--- config.mk ---
export PLATFORM = sky130hd
export DESIGN_NAME = cap_comp_arbiter_flat
export DESIGN_NICKNAME = d
export VERILOG_FILES = /design/src/rtl/cap_comp_arbiter_if.sv /design/src/rtl/cap_comp_arbiter.sv /design/src/flat_wrapper.sv
export SDC_FILE = /design/constraint.sdc
export NUM_CORES = 1
export LEC_CHECK = 0
export ABC_AREA = 1
export CORE_AREA = 2 2 279 281
export CTS_BUF_LIST = sky130_fd_sc_hd__clkbuf_4
export DETAILED_ROUTE_END_ITERATION = 8
export DIE_AREA = 0 0 281 283
export GPL_ROUTABILITY_DRIVEN = 0
export HOLD_SLACK_MARGIN = 0.12
export SYNTH_ARGS = -nofsm -noshare
export SYNTH_HDL_FRONTEND = slang
export SYNTH_SLANG_ARGS = --single-unit
--- constraint.sdc ---
create_clock -name clk -period 1.8 [get_ports clk]
set_input_delay 0.18 -clock clk [delete_from_list [all_inputs] [get_ports clk]]
set_output_delay 0.18 -clock clk [all_outputs]
set_load 0.1 [all_outputs]
--- src/rtl/cap_comp_arbiter_if.sv ---
// Request channel into the capability compressor arbiter: valid/ready handshake
// carrying a 129-bit capability (bit 128 = tag) and a compress/pass-through select.
interface cap_comp_arbiter_if;
  logic         valid;
  logic         ready;
  logic [128:0] cap;
  logic         comp;

  modport master (output valid, output cap, output comp, input ready);
  modport slave  (input valid, input cap, input comp, output ready);
endinterface

--- src/rtl/cap_comp_arbiter.sv ---
// Round-robin two-port arbiter in front of the shared capability compressor,
// with a single-entry registered output stage and a saturating lossy counter.
//
// state    | meaning
// ST_EMPTY | no result held, out_valid=0
// ST_FULL  | result held in out_*, out_valid=1
module cap_comp_arbiter #(
  parameter int CNT_W = 16
) (
  input  logic                 clk,
  input  logic                 rst_n,
  cap_comp_arbiter_if.slave    req0,
  cap_comp_arbiter_if.slave    req1,
  output logic [128:0]         o_comp_cap_in,
  output logic                 o_comp_enable,
  input  logic [128:0]         i_comp_cap_out,
  input  logic [21:0]          i_comp_mantissa,
  output logic                 o_out_valid,
  input  logic                 i_out_ready,
  output logic [128:0]         o_out_cap,
  output logic [21:0]          o_out_mantissa,
  output logic                 o_out_src,
  output logic                 o_out_lossy,
  input  logic                 i_clear_count,
  output logic [CNT_W-1:0]     o_lossy_count
);

  typedef enum logic {
    ST_EMPTY = 1'b0,
    ST_FULL  = 1'b1
  } state_t;

  state_t       r_state;
  state_t       w_state_nxt;
  logic         r_rr;
  logic         w_slot_free;
  logic         w_gnt_vld;
  logic         w_gnt_idx;
  logic [128:0] w_gnt_cap;
  logic         w_gnt_comp;
  logic         w_accept;
  logic         w_lossy;

  always_ff @(posedge clk or negedge rst_n) begin
    if (!rst_n) r_state <= ST_EMPTY;
    else        r_state <= w_state_nxt;
  end

  // The slot is reusable in the same cycle the consumer drains it, so
  // backpressure is the only thing that blocks a grant.
  always_comb begin
    w_state_nxt = r_state;
    w_slot_free = (r_state == ST_EMPTY) || i_out_ready;
    w_gnt_vld   = w_slot_free && (req0.valid || req1.valid);
    w_gnt_idx   = (req0.valid && req1.valid) ? r_rr : req1.valid;
    w_gnt_cap   = w_gnt_idx ? req1.cap  : req0.cap;
    w_gnt_comp  = w_gnt_idx ? req1.comp : req0.comp;
    w_accept    = w_gnt_vld;
    w_lossy     = w_gnt_comp && (w_gnt_cap[9:0] != 10'd0);
    case (r_state)
      ST_EMPTY: if (w_accept) w_state_nxt = ST_FULL;
      ST_FULL:  if (i_out_ready && !w_accept) w_state_nxt = ST_EMPTY;
      default:  w_state_nxt = ST_EMPTY;
    endcase
  end

  assign req0.ready    = w_gnt_vld && !w_gnt_idx;
  assign req1.ready    = w_gnt_vld &&  w_gnt_idx;
  assign o_comp_cap_in = w_gnt_vld ? w_gnt_cap : 129'd0;
  assign o_comp_enable = w_gnt_vld && w_gnt_comp;
  assign o_out_valid   = (r_state == ST_FULL);

  always_ff @(posedge clk or negedge rst_n) begin
    if (!rst_n) begin
      r_rr           <= 1'b0;
      o_out_cap      <= '0;
      o_out_mantissa <= '0;
      o_out_src      <= 1'b0;
      o_out_lossy    <= 1'b0;
    end else if (w_accept) begin
      r_rr           <= !w_gnt_idx;
      o_out_cap      <= i_comp_cap_out;
      o_out_mantissa <= i_comp_mantissa;
      o_out_src      <= w_gnt_idx;
      o_out_lossy    <= w_lossy;
    end
  end

  always_ff @(posedge clk or negedge rst_n) begin
    if (!rst_n)
      o_lossy_count <= '0;
    else if (i_clear_count)
      o_lossy_count <= '0;
    else if (w_accept && w_lossy && !(&o_lossy_count))
      o_lossy_count <= o_lossy_count + CNT_W'(1);
  end

endmodule

--- src/flat_wrapper.sv ---
// flat-port wrapper written by rule: the top's interface ports become plain ports
module cap_comp_arbiter_flat 
#(
  parameter int CNT_W = 16
)
  (clk, rst_n, o_comp_cap_in, o_comp_enable, i_comp_cap_out, i_comp_mantissa, o_out_valid, i_out_ready, o_out_cap, o_out_mantissa, o_out_src, o_out_lossy, i_clear_count, o_lossy_count, req0_valid, req0_cap, req0_comp, req0_ready, req1_valid, req1_cap, req1_comp, req1_ready);
  cap_comp_arbiter_if req0_i ();
  cap_comp_arbiter_if req1_i ();
  input  logic clk;
  input  logic rst_n;
  output logic [128:0] o_comp_cap_in;
  output logic o_comp_enable;
  input  logic [128:0] i_comp_cap_out;
  input  logic [21:0] i_comp_mantissa;
  output logic o_out_valid;
  input  logic i_out_ready;
  output logic [128:0] o_out_cap;
  output logic [21:0] o_out_mantissa;
  output logic o_out_src;
  output logic o_out_lossy;
  input  logic i_clear_count;
  output logic [CNT_W-1:0] o_lossy_count;
  input wire logic [$bits(req0_i.valid)-1:0] req0_valid;
  input wire logic [$bits(req0_i.cap)-1:0] req0_cap;
  input wire logic [$bits(req0_i.comp)-1:0] req0_comp;
  output wire logic [$bits(req0_i.ready)-1:0] req0_ready;
  input wire logic [$bits(req1_i.valid)-1:0] req1_valid;
  input wire logic [$bits(req1_i.cap)-1:0] req1_cap;
  input wire logic [$bits(req1_i.comp)-1:0] req1_comp;
  output wire logic [$bits(req1_i.ready)-1:0] req1_ready;
  assign req0_i.valid = req0_valid;
  assign req0_i.cap = req0_cap;
  assign req0_i.comp = req0_comp;
  assign req0_ready = req0_i.ready;
  assign req1_i.valid = req1_valid;
  assign req1_i.cap = req1_cap;
  assign req1_i.comp = req1_comp;
  assign req1_ready = req1_i.ready;
  cap_comp_arbiter #(.CNT_W(CNT_W)) u_core (.clk(clk), .rst_n(rst_n), .req0(req0_i), .req1(req1_i), .o_comp_cap_in(o_comp_cap_in), .o_comp_enable(o_comp_enable), .i_comp_cap_out(i_comp_cap_out), .i_comp_mantissa(i_comp_mantissa), .o_out_valid(o_out_valid), .i_out_ready(i_out_ready), .o_out_cap(o_out_cap), .o_out_mantissa(o_out_mantissa), .o_out_src(o_out_src), .o_out_lossy(o_out_lossy), .i_clear_count(i_clear_count), .o_lossy_count(o_lossy_count));
endmodule
# Word level (Yosys, flattened, before mapping)
# Index checks and enable logic that the tools add are counted.
[word_totals]
input_bits = 417
output_inout_bits = 302
ff_bits = 171
wordCells = 35
[op_classes]
addsub = 1
n_bitwise = 1
n_mux = 9
reduce_logical = 17
[ops]
columns = ["op", "count"]
rows = [
  ["$mux W129", 2],
  ["$mux W16", 2],
  ["$add A16 B1 Y16 const B", 1],
  ["$reduce_and A16 Y1", 1],
  ["$reduce_bool A10 Y1", 1],
  ["$logic_and A1 B1 Y1", 9],
  ["$mux W1", 4],
  ["$logic_not A1 Y1", 3],
  ["$logic_or A1 B1 Y1", 2],
  ["$pmux W1 S2", 1],
  ["$reduce_bool A2 Y1", 1],
  ["$not A1 Y1", 1],
]

# Depth between registers and ports, before layout
# Gate-level depths: netlist (run 1).
[depth]
word_depth = 9
ltp_mapped = 14
mapped_depth_nobuf = 12

# Least setup slack after synthesis (run 1)
# OpenSTA, ideal clock, no wires.
[synth_path]
path_type = "reg-to-output"
startpoint = "reg u_core.r_state (netlist: u_core.o_out_valid)"
endpoint = "out o_comp_cap_in[120]"
n_path_buf = 1
slack_ns = -1.597
arrival_ns = 3.217
required_time_ns = 1.620
stages_incl_launch_ff = 6
cell_sequence = "dfrtp_1 inv_1 o22ai_2 nor2_1 clkbuf_1 a22o_1"
[synth_between]
elab_chain_cells = 4
[synth_rtl]
columns = ["element", "line", "source"]
rows = [
  ["start, declared", "cap_comp_arbiter.sv:33", "state_t r_state;"],
  ["start signal, assigned", "cap_comp_arbiter.sv:46", "else r_state <= w_state_nxt;"],
  ["$not A1 Y1", "cap_comp_arbiter.sv:53", "w_slot_free = (r_state == ST_EMPTY) || i_out_ready;"],
  ["$logic_or A1 B1 Y1", "cap_comp_arbiter.sv:53", ""],
  ["$logic_and A1 B1 Y1", "cap_comp_arbiter.sv:54", "w_gnt_vld = w_slot_free && (req0.valid || req1.valid);"],
  ["$mux W129", "cap_comp_arbiter.sv:69", "assign o_comp_cap_in = w_gnt_vld ? w_gnt_cap : 129'd0;"],
  ["end, declared", "flat_wrapper.sv:11", "output logic [128:0] o_comp_cap_in;"],
]
# Every way passes these cells.

# Final worst setup path (run 1)
[layout_path]
startpoint = "reg u_core.r_rr"
endpoint = "out o_comp_cap_in[94]"
[layout_between]
elab_chain_cells = 3
[layout_rtl]
columns = ["element", "line", "source"]
rows = [
  ["start, declared", "cap_comp_arbiter.sv:35", "logic r_rr;"],
  ["start signal, assigned", "cap_comp_arbiter.sv:81", "r_rr <= !w_gnt_idx;"],
  ["$mux W1", "cap_comp_arbiter.sv:55", "w_gnt_idx = (req0.valid && req1.valid) ? r_rr : req1.valid;"],
  ["$mux W129", "cap_comp_arbiter.sv:56", "w_gnt_cap = w_gnt_idx ? req1.cap : req0.cap;"],
  ["$mux W129", "cap_comp_arbiter.sv:69", ""],
]
# Every way passes these cells.

==> results.cfg, run 1 <==
[synthesis]
syn_area_per_cell_um2 = 8.29
yosysMostFrequentCell = nand2_1
synthTopCellsByCount = nand2_1 (521), dfrtp_1 (171), a22o_1 (119)
synth-edff-count = 0
syn_inst = 1007
synth-seq-cells = 171
synth_ff_type = dfrtp_1
synth_top_area_share_pct = 51.2
seq_area_frac_synth_pct = 51.2
synth.distinct_cells = 34
synth_area_leaders = dfrtp_1 (51%), nand2_1 (23%), a22o_1 (12%)
ys_warn_count = 0
syn_nets = 1425
async_reset_ff_share_pct = 100
syn-cell-area_um2 = 8350
synth_top_area_cell = dfrtp_1

[worst_setup_path]
crit_path_frequent_cell = buf_12
critPathMaxFanout = 7
endpoint_kind = output port
crit_chain = inv_2 > a21boi_4 > buf_6 > nor2_4 > buf_12 > buf_12 > buf_12 > buf_16 > a22o_4 > buf_12
cp.arrival_ns = 2.63
cpMaxStageDelayCell = dfrtp_1
path_class = reg -> out
worst_setup_path_start_kind = register
slowest_delay_ns = 0.39
r2r_cells = 15
worst_ep_required_time_ns = 1.62

[finish]
area_delta_synth_final_pct = 167
final_cell_area_um2 = 22300
fillers = 7867
drive_gt1_share_pct = 32.2
nets = 2370

[pwr]
comb_power_share_pct = 63.5
p_clk_share_pct = 13.9
power.total_w = 0.0207
p_leak_nw = 10.2
power.share.sequential_pct = 22.7
vdd_drop_max_mv = 0.656
swShare_pct = 53.2
p_int_w = 0.00966
power_density_nw_per_um2 = 926
p_sw_w = 0.0110

[sta]
layout_worst_path_cycle_share_pct = 156
relSlewSlack_pct = 68.0
rsz0062_at_grt = true
drv_slew = 0
setup_viol_count_final = 149
worst_slack_ns = -1.01
finalCriticalPeriod_ns = 2.81
worst_slew_pin_slew_ns = 0.477
max_freq_ghz = 0.355
clock_skew_ns = 0.0379
finalHoldViolCount = 0

[clocking]
root_buffer = clkbuf_4
clk_latency_ns = 0.76
cts.sinks = 171
cts_buffers = 17
htreeDepth = 4
cts_tree = yes
clk_pin_slew_ns = 0.21
clockBufferDepth = 2

[grt]
grt_pass1_vias = 11800
grt-ovfl-total = 0
antenna_found_initial = 65
grt_pass1_wl_mm = 93.4
grt_max_degree = 52
grtUsageTotal_pct = 17.1

[detailed_routing]
firstDrtPassIters = 5
drt_iter0_markers = 422
wl_mm = 69.5
drc = 0
ant_nets = 0
num_vias = 11300
viasPerCell = 3.71
drt-wirelength-per-cell_um = 22.9

[floorplanning]
core_region_area_um2 = 76700
die_h_um = 283
die_w_um = 281
start_util_pct = 10.9
io_pins = 719
rows = 102
die-area_um2 = 79500

[placement]
io_buffers = 718
dp_hpwl_mm = 57.1
dpl_cell_area_um2 = 19500

[worst_hold_path]
hold_class = in -> reg
min_path_cells = 5

[outcome]
violations = setup timing
status = finished, violations left

[run]
maxCapViolations = 0
## timing repair
action,4_1_cts,5_1_grt
setup endpoints to repair,250,217
hold endpoints to repair,326,0
hold buffers,156,0
resized for setup,72,19
pin swaps,14,8
setup buffers,19,2
gates cloned,10,0
## worst max-delay path: cells and delay by family (launching register included)
kind / cells / cell delay, ns
simple gates: 1 / 0.04
flops: 1 / 0.39
buf+inv: 7 / 0.92
compound gates: 2 / 0.50
## metrics by stage
step                      utilization [%]  hold WS [ns]  worst slack (ns)  setup TNS [ns]  cells
after floorplan                         -        -0.116            -0.310          -19.40   1007
after global placement               25.5         0.175            -0.605         -141.46   2792
after detailed placement             25.5         0.175            -0.601         -142.31   2792
after CTS                            28.9         0.178             -1.17         -148.79   3006
after global routing                 29.1         0.219             -1.23         -158.71   3031
final                                29.1         0.338             -1.01         -122.98   3034
## registers in the layout (all words and copies together) (netlist names)
name and flops:
u_core.r_rr 1, u_core.o_out_src 1, u_core.o_lossy_count 16, u_core.o_out_lossy 1, u_core.o_out_cap 129, u_core.o_out_mantissa 22, u_core.o_out_valid 1
## worst paths after layout
path | end | slack [ns] | from
worst max-delay path | o_comp_cap_in[94] | -1.01 | u_core.r_rr
worst min-delay path | u_core.o_out_lossy | 0.34 | req0_comp
worst max register to register | u_core.o_lossy_count[2] | -0.23 | u_core.r_rr
worst min register to register | u_core.o_out_cap[16] | 0.50 | u_core.o_out_cap[16]
max in group asynchronous | u_core.o_lossy_count[11] | 0.79 | rst_n
min in group asynchronous | u_core.o_out_cap[21] | 0.57 | rst_n
## cell usage in the layout, fill, tap and decap left out, types with 5 or more instances in the layout
cell,instances
buf_6,25
buf_16,10
buf_12,165
buf_4,216
nor3b_1,5
xor2_1,7
nand3b_1,6
dfrtp_1,154
clkbuf_4,17
inv_1,15
diode_2,29
dfrtp_2,14
a22o_4,119
nand3_1,21
nand2_1,513
nor2_1,25
nand2_2,14
clkdlybuf4s50_1,415
dlygate4sd3_1,155
nor2_4,10
inv_8,5
## final cells by class
cell class              count  area [um^2]  area share [%]
diodes                     29         72.6           0.325
repair buffers            993        11300            50.8
clock buffers              17          128           0.572
flip-flops and latches    171         4310            19.3
clock inverters            15          221           0.993
well taps                1040         1300            5.83
inverters                  19         78.8           0.353
multi-input cells         750         4860            21.8
## power by group through the flow
stage	registers [W]	logic, W	clock network [W]
after CTS	0.00467	0.0132	0.00306
final	0.00468	0.0131	0.00286
after detailed placement	0.00472	0.0125	0
after global routing	0.00474	0.0135	0.00316
after global placement	0.00472	0.0124	0
after floorplan	0.00843	0.00428	0
## routing by layer
metal	GRT usage [%]	up-vias	wire length (um)	part of all wire (%)
met5	0	-	42	0.060
met4	11.1	6	4060	5.8
met3	5.06	149	4980	7.2
met2	31.2	586	36400	52
met1	16.7	5307	24000	35
li1	-	5219	-	-
## cell families after synthesis
family | count (synthesis) | share of synthesized area, %
fa+ha+maj | 1 | 0.150
buf+inv | 86 | 4.85
xor+xnor | 11 | 1.15
simple gates | 609 | 29.1
flops | 171 | 51.2
compound gates | 129 | 13.5
(Power assumes the default switching activity.)
==> inputs of run 2 (changes only) <==
Settings changed: CORE_AREA 2 2 279 281 to 2 2 282 284, DIE_AREA 0 0 281 283 to 0 0 284 286, SKIP_CTS_REPAIR_TIMING from default to 1.
Clock period 1.8 ns to 2.76 ns, I/O delays scaled along.
==> run 2 against run 1 <==
The run now ends clean. Critical path depth fell by 2. Critical endpoint is now o_comp_cap_in[22]. Final cell count decreased by 1.1%. Worst setup slack gained 1.0 ns. Sequential power is 35% lower. First-iteration DRC count grew 40%. Non-clock buffer count is 43 lower. Flip-flop and latch count is the same.
==> results.cfg, run 2 (synthesis results as in run 1) <==
[detailed_routing]
wl_met3_mm = 3.72
drt-wirelength-per-cell_um = 24.3
drt_iter0_markers = 591
highest_layer = met5
drc = 0
viasPerCell = 3.72
met1_length_mm = 25.1
wl_met2_mm = 40.3
ant_nets = 0
num_vias = 11200
wl_mm = 72.9
firstDrtPassIters = 4

[pwr]
p_leak_nw = 9.54
p_int_w = 0.00580
swShare_pct = 54.6
p_sw_w = 0.00697
power.total_w = 0.0128
vdd_drop_max_mv = 0.408
comb_power_share_pct = 63.7
p_clk_share_pct = 12.5
power.share.sequential_pct = 23.8
power_density_nw_per_um2 = 612

[finish]
multi_input_area_um2 = 4190
layout_commonest_cell = nand2_1
regMostFlops = u_core.o_out_cap
drive_gt1_share_pct = 26.1
largestRegisters = u_core.o_out_cap (129), u_core.o_out_mantissa (22), u_core.o_lossy_count (16)
area_delta_synth_final_pct = 150
fillers = 8306
final_cell_mix = nand2_1 (521), clkdlybuf4s50_1 (415), buf_4 (214)
largest_reg_flops = 129
final-seq-area_um2 = 4280
nets = 2327

[worst_setup_path]
r2r_cells = 10
endpoint_kind = output port
critPathMaxFanout = 8
cp.arrival_ns = 2.47
r2r_slack_ns = 0.72
path_class = reg -> out
worst_ep_required_time_ns = 2.48
worst_setup_path_start_kind = register

[clocking]
clk_pin_slew_ns = 0.19
cts_tree = yes
cts.sinks = 171
root_buffer = clkbuf_4
clk_latency_ns = 0.73
clockBufferDepth = 2
cts_buffers = 17
htreeDepth = 4

[run]
maxCapViolations = 0

[floorplanning]
die-area_um2 = 81200
rows = 103
io_pins = 719
core_region_area_um2 = 78400
start_util_pct = 10.7
die_h_um = 286
die_w_um = 284

[outcome]
status = finished clean

[worst_hold_path]
hold_class = in -> reg
min_path_cells = 3

[grt]
antenna_found_initial = 76
grt-ovfl-total = 0
grt_max_degree = 63
grtUsageTotal_pct = 16.4
grt_pass1_vias = 10600
grt_pass1_wl_mm = 90.2

[sta]
timing.setup.tns_ns = 0
worst_slew_pin_slew_ns = 0.652
drv_slew = 0
whs_ns = 0.227
max_freq_ghz = 0.364
clock_skew_ns = 0.0386
setup_viol_count_final = 0
finalHoldViolCount = 0
layout_worst_path_cycle_share_pct = 99.5
relSlewSlack_pct = 56.5
finalCriticalPeriod_ns = 2.75
rsz0062_at_grt = true

[placement]
io_buffers = 718
dp_hpwl_mm = 59.7
-- run 2: worst paths after layout --
kind,end,start
worst max-delay path,o_comp_cap_in[22],u_core.o_out_valid
worst max register to register,u_core.o_lossy_count[2],u_core.o_lossy_count[0]
min in group asynchronous,u_core.o_lossy_count[1],rst_n
worst min-delay path,u_core.o_out_cap[79],i_comp_cap_out[79]
max in group asynchronous,u_core.o_lossy_count[12],rst_n
worst min register to register,u_core.o_out_cap[56],u_core.o_out_cap[56]
-- run 2: stage by stage --
step	setup slack [ns]	instances	cell area [um^2]	util, %
floorplan	-0.204	1007	8370	-
global placement	0.110	2768	18100	23.1
detailed placement	0.0985	2768	18100	23.1
CTS	-0.363	2800	18400	23.4
global route	-0.152	2989	20800	26.6
finish	0.0142	3000	20800	26.6
-- run 2: final cells by class --
class | instances | share of cell area [%]
sequential | 171 | 20.5
clock inverter | 15 | 0.708
multi-input combinational | 750 | 20.1
antenna | 28 | 0.336
inverter | 19 | 0.354
timing repair buffer | 950 | 51.1
clock buffer | 17 | 0.612
tap | 1050 | 6.30
-- run 2: per-layer routing --
| layer | up-vias | GRT usage (%) |
|---|---|---|
| li1 | 5121 | - |
| met1 | 5285 | 16.0 |
| met2 | 563 | 32.2 |
| met3 | 176 | 4.00 |
| met4 | 8 | 7.86 |
| met5 | - | 0 |
-- run 2: critical path: stages, from the launching register on --
cell and delay, ns:
dfrtp_1 0.41, inv_2 0.07, o22ai_4 0.28, nor2_4 0.13, buf_12 0.15, clkbuf_16 0.17
buf_8 0.13, a22o_1 0.22, buf_12 0.18
-- run 2: power by group through the flow --
stage	combinational, W	sequential, W	clock (W)
after floorplan	0.00239	0.00549	0
after global placement	0.00766	0.00307	0
after detailed placement	0.00767	0.00307	0
after CTS	0.00768	0.00303	0.00171
after global routing	0.00837	0.00308	0.00178
final	0.00813	0.00304	0.00159
